===== config.mk =====
export PLATFORM = sky130hd
export DESIGN_NAME = rs_syndrome_calc
export DESIGN_NICKNAME = d
export VERILOG_FILES = /design/src/rtl/rs_syndrome_calc.sv
export SDC_FILE = /design/constraint.sdc
export NUM_CORES = 1
export LEC_CHECK = 0
export CAP_MARGIN = 25
export CORE_UTILIZATION = 50
export CTS_CLUSTER_SIZE = 20
export DETAILED_ROUTE_END_ITERATION = 10
export DONT_BUFFER_PORTS = 1
export PLACE_DENSITY_LB_ADDON = 0.05
export SKIP_LAST_GASP = 1
export SYNTH_ARGS = -nofsm -noshare
export SYNTH_HDL_FRONTEND = slang
export SYNTH_SLANG_ARGS = --single-unit

===== constraint.sdc =====
create_clock -name clk -period 3.3 [get_ports clk]
set_input_delay 0.495 -clock clk [delete_from_list [all_inputs] [get_ports clk]]
set_output_delay 0.495 -clock clk [all_outputs]
set_load 0.03 [all_outputs]

===== src/rtl/rs_syndrome_calc.sv =====
// Streaming GF(256) Reed-Solomon syndrome generator (poly 0x11D), Horner per syndrome.
// Define RS_SYN_ERASURE_EN to add in_erase / erase_cnt erasure counting.

module gf256_mult #(
    parameter logic [7:0] B = 8'h01
) (
    input  logic [7:0] a_i,
    output logic [7:0] p_o
);
    logic [7:0] a;

    always_comb begin
        p_o = 8'h00;
        a   = a_i;
        for (int i = 0; i < 8; i++) begin
            if (B[i]) p_o = p_o ^ a;
            a = {a[6:0], 1'b0} ^ (a[7] ? 8'h1D : 8'h00);
        end
    end
endmodule

module rs_syndrome_calc #(
    parameter int N    = 32,
    parameter int NSYN = 4
) (
    input  logic                clk,
    input  logic                rst,
    input  logic                in_valid,
    output logic                in_ready,
    input  logic [7:0]          in_data,
    input  logic                in_sof,
`ifdef RS_SYN_ERASURE_EN
    input  logic                in_erase,
    output logic [3:0]          erase_cnt,
`endif
    output logic                syn_valid,
    input  logic                syn_ready,
    output logic [8*NSYN-1:0]   syn,
    output logic                syn_zero
);
    localparam int CW = $clog2(N);

    function automatic logic [7:0] alpha_pow(input int j);
        logic [7:0] v;
        v = 8'h01;
        for (int i = 0; i < j; i++)
            v = {v[6:0], 1'b0} ^ (v[7] ? 8'h1D : 8'h00);
        return v;
    endfunction

    logic [CW-1:0]            cnt_q, cnt_d, cnt_eff;
    logic [NSYN-1:0][7:0]     acc_q, acc_d, prod;
    logic [NSYN-1:0][7:0]     syn_q, syn_d;
    logic                     syn_valid_q, syn_valid_d;
    logic                     syn_zero_q, syn_zero_d;
    logic                     first, last, accept, done;

    for (genvar j = 0; j < NSYN; j++) begin : g_mul
        gf256_mult #(.B(alpha_pow(j))) u_mul (
            .a_i (acc_q[j]),
            .p_o (prod[j])
        );
    end

    always_comb begin
        // A valid SOF restarts the count, so ready is judged against index 0.
        cnt_eff     = (in_valid && in_sof) ? '0 : cnt_q;
        first       = (cnt_eff == '0);
        last        = (cnt_eff == CW'(N-1));
        in_ready    = !(last && syn_valid_q && !syn_ready);
        accept      = in_valid && in_ready;
        done        = accept && last;
        cnt_d       = cnt_q;
        acc_d       = acc_q;
        if (accept) begin
            cnt_d = last ? '0 : cnt_eff + 1'b1;
            for (int j = 0; j < NSYN; j++)
                acc_d[j] = (first ? 8'h00 : prod[j]) ^ in_data;
        end
        syn_d       = syn_q;
        syn_zero_d  = syn_zero_q;
        syn_valid_d = syn_valid_q && !syn_ready;
        if (done) begin
            syn_d       = acc_d;
            syn_zero_d  = ~|acc_d;
            syn_valid_d = 1'b1;
        end
    end

    always_ff @(posedge clk or posedge rst) begin
        if (rst) begin
            cnt_q       <= '0;
            acc_q       <= '0;
            syn_q       <= '0;
            syn_valid_q <= 1'b0;
            syn_zero_q  <= 1'b0;
        end else begin
            cnt_q       <= cnt_d;
            acc_q       <= acc_d;
            syn_q       <= syn_d;
            syn_valid_q <= syn_valid_d;
            syn_zero_q  <= syn_zero_d;
        end
    end

    assign syn       = syn_q;
    assign syn_valid = syn_valid_q;
    assign syn_zero  = syn_zero_q;

`ifdef RS_SYN_ERASURE_EN
    logic [3:0] ecnt_q, ecnt_d, ecnt_base;
    logic [3:0] erase_cnt_q, erase_cnt_d;

    always_comb begin
        ecnt_base   = first ? 4'd0 : ecnt_q;
        ecnt_d      = ecnt_q;
        erase_cnt_d = erase_cnt_q;
        if (accept)
            ecnt_d = (in_erase && ecnt_base != 4'd15) ? ecnt_base + 4'd1 : ecnt_base;
        if (done)
            erase_cnt_d = ecnt_d;
    end

    always_ff @(posedge clk or posedge rst) begin
        if (rst) begin
            ecnt_q      <= 4'd0;
            erase_cnt_q <= 4'd0;
        end else begin
            ecnt_q      <= ecnt_d;
            erase_cnt_q <= erase_cnt_d;
        end
    end

    assign erase_cnt = erase_cnt_q;
`endif
endmodule


==> results.yml <==
yosys:
  ys_async_sr_fraction: 1.00
  synth_mux_area_frac: 0.0323
  ys_seq_area_frac: 0.516
  syn_area_um2: 3450
  syn_inst: 356
  synthAdderAreaFrac: 0.00726
  ys_warn_count: 0
  synth-edff-count: 0
  syn_area_per_cell_um2: 9.68
  synth_fp_nets: 371
  synthXorXnorAreaFrac: 0.110
  synthFlopType: "dfrtp_1"
  synth_cell_types: 44
  synth_top_family_by_area: "simple AND/OR/NAND/NOR gates"
  synth-simple-area-share: 0.160
  synth_compound_area_frac: 0.130
  ys_ff_latch: 71
floorplan:
  start_util: 0.531
  rows: 29
  io_pins: 48
  die_w_um: 85.0
  core_um2: 6490
  die_h_um: 85.0
  dieArea_um2: 7230
cts:
  cts_hold_buf: 0
  clk_path_buf_depth: 2
  path_clk_slew_ns: 0.08
  root_buffer: "clkbuf_8"
  htree_levels: 3
  post_cts.repair.setup_buffers: 0
  post_cts_resize_count: 0
  cts_buffers: 9
  cts_sinks: 71
  clock_latency_ns: 0.37
  cts_tree: "done"
sta:
  setup_ws_ns: 0.354
  hold_slack_ns: 0.0488
  final-setup-viol-count: 0
  hold_viol: 0
  maxSlewHeadroom: 0.648
  finalClockSkew_ns: 0.0110
  slew_violations: 0
  max_slew.worst_pin.slew_ns: 0.528
  fmaxAchievable_mhz: 339
  fin_setup_tns_ns: 0
  rsz0062_at_grt: "false"
  layout_min_cycle_time_ns: 2.95
  fin_crit_sh: 0.893
global_routing:
  grt_pass1_wl_um: 13100
  grt_use_met2: 0.371
  grtUsageMet1: 0.326
  top_usage_layer: "met2"
  antenna_found_initial: 0
  met3_usage: 0.0584
  gr-total-overflow: 0
  grt_max_degree: 50
  grt_pass1_vias: 2495
  grt.total_usage: 0.241
power:
  powerDensity_nw_per_um2: 810
  peakVddDrop_mv: 0.347
  p_leak_nw: 1.72
routing:
  ant_nets: 0
  drt_first_pass_iters: 4
  route.detailed.wl_per_inst_um: 18.0
  drtIter0Drc: 111
  finalWirelength_um: 7770
  drcViolationCount: 0
  vias: 2468
  drt-vias-per-instance: 5.71
setup_path:
  crit_buf_inv: 0
  worst-r2r-setup-slack_ns: 0.35
  max_stage_delay_ns: 0.59
  r2r_cells: 9
  worst-path-max-fanout: 13
  startpoint_type: "flip-flop"
  crit_arrival_ns: 3.21
  crit_type: "reg2reg"
  path_depth: 9
  cp-end-kind: "flip-flop"
  worstPathCellList: "nand2_1 -> ha_1 -> or4b_4 -> nand2_2 -> nor2_1 -> xnor2_1 -> o2111ai_1 -> or4_1 -> o41ai_2"
  cp_top_family: "simple AND/OR/NAND/NOR gates"
  slowest_stage: "or4b_4"
  cp.required_ns: 3.56
finish:
  drive_gt1_frac: 0.121
  nets: 365
  diodes: 0
  area_growth_pct: 10.2
status:
  status: "completed"
flow_run:
  drv_cap: 0
place:
  pre_cts_slack_ns: 0.178
  place_congestion: 0.871
  port_buffers: 0
  place_hpwl_um: 5550
hold_path:
  hp-class: "in2async"
==> final cells by class <==
class,count,area (um2)
fill,562,2700
sequential,71,1780
multi-input combinational,247,1520
clock inverter,7,143
clock buffer,9,124
timing repair buffer,10,100
tap,77,96.3
inverter,11,41.3
==> cells in the final DEF, fill, tap and decap left out, types with 4 or more instances in the layout <==
| cell | instances |
|---|---|
| xor2_1 | 18 |
| clkbuf_8 | 9 |
| a31oi_1 | 6 |
| dfrtp_1 | 71 |
| nand2_1 | 64 |
| nor2_1 | 11 |
| bufinv_16 | 4 |
| buf_4 | 8 |
| nand3_1 | 12 |
| nor3_1 | 9 |
| a21oi_1 | 9 |
| mux2_2 | 9 |
| o21ai_0 | 47 |
| inv_1 | 10 |
| xnor2_1 | 20 |
==> where the power goes <==
part / internal, mW / switching [mW]
clock: 0.581 / 0.347
sequential: 1.04 / 0.157
combinational: 0.425 / 0.525
==> per-layer routing <==
metal / wire length [um] / part of all wire
met2: 3650 / 0.47
met4: 166 / 0.021
met1: 3590 / 0.46
met5: 0 / 0
met3: 363 / 0.047
==> final timing paths <==
path                                       from              endpoint
max reg2reg                cnt_q[0]$_DFFE_PP0N_  syn_zero$_DFFE_PP0P_
max                        cnt_q[0]$_DFFE_PP0N_  syn_zero$_DFFE_PP0P_
min reg2reg                 acc_q[19]$_DFF_PP0_   acc_q[19]$_DFF_PP0_
min                                         rst   syn[28]$_DFFE_PP0P_
min in group clk                      syn_ready   syn_valid$_DFF_PP0_
max in group asynchronous                   rst    syn[7]$_DFFE_PP0P_
==> Yosys cell counts, types with 3 or more instances <==
library cell	instances	area share
a31oi_1	6	0.011
clkbuf_1	20	0.022
buf_2	3	0.0044
buf_1	3	0.0033
nor3_1	9	0.013
a311o_1	3	0.0087
inv_1	11	0.012
o21ai_0	47	0.068
a21oi_1	9	0.013
nand3_1	12	0.017
xnor2_1	20	0.051
mux2_2	9	0.029
nor4_1	3	0.0054
xor2_1	18	0.046
dfrtp_1	71	0.52
o2111ai_1	3	0.0076
nor2_1	11	0.012
nand2_1	65	0.071
==> worst reg2reg max path: stages (launching register included) <==
cell and delay, ns:
dfrtp_1 0.43, nand2_1 0.08, ha_1 0.19, or4b_4 0.59, nand2_2 0.17, nor2_1 0.08, xnor2_1 0.26, o2111ai_1 0.16
or4_1 0.58, o41ai_2 0.32
==> state kept, by name, indices dropped and copies added (netlist names) <==
name,count
syn_zero,1
cnt_q,5
syn_valid,1
syn,32
acc_q,32
==> stage by stage <==
| stage | cells | area, um2 | util | power [mW] |
|---|---|---|---|---|
| 6_report | 432 | 3800 | 0.585 | 3.08 |
| 5_1_grt | 432 | 3800 | 0.585 | 3.27 |
| 4_1_cts | 432 | 3800 | 0.585 | 3.09 |
| 3_5_place_dp | 416 | 3530 | 0.544 | 2.16 |
| 3_3_place_gp | 416 | 3530 | 0.544 | 2.16 |
| 2_1_floorplan | 356 | 3450 | - | 1.95 |
==> cells by family after synthesis <==
kind of cell | count (synthesis)
AO/OA/AOI/OAI | 77
XOR/XNOR | 40
adder cells (fa/ha/maj) | 2
buffers and inverters | 38
flip-flops | 71
multiplexers | 10
AND/OR/NAND/NOR | 118
Note: power is estimated with default switching activity, not from simulation.
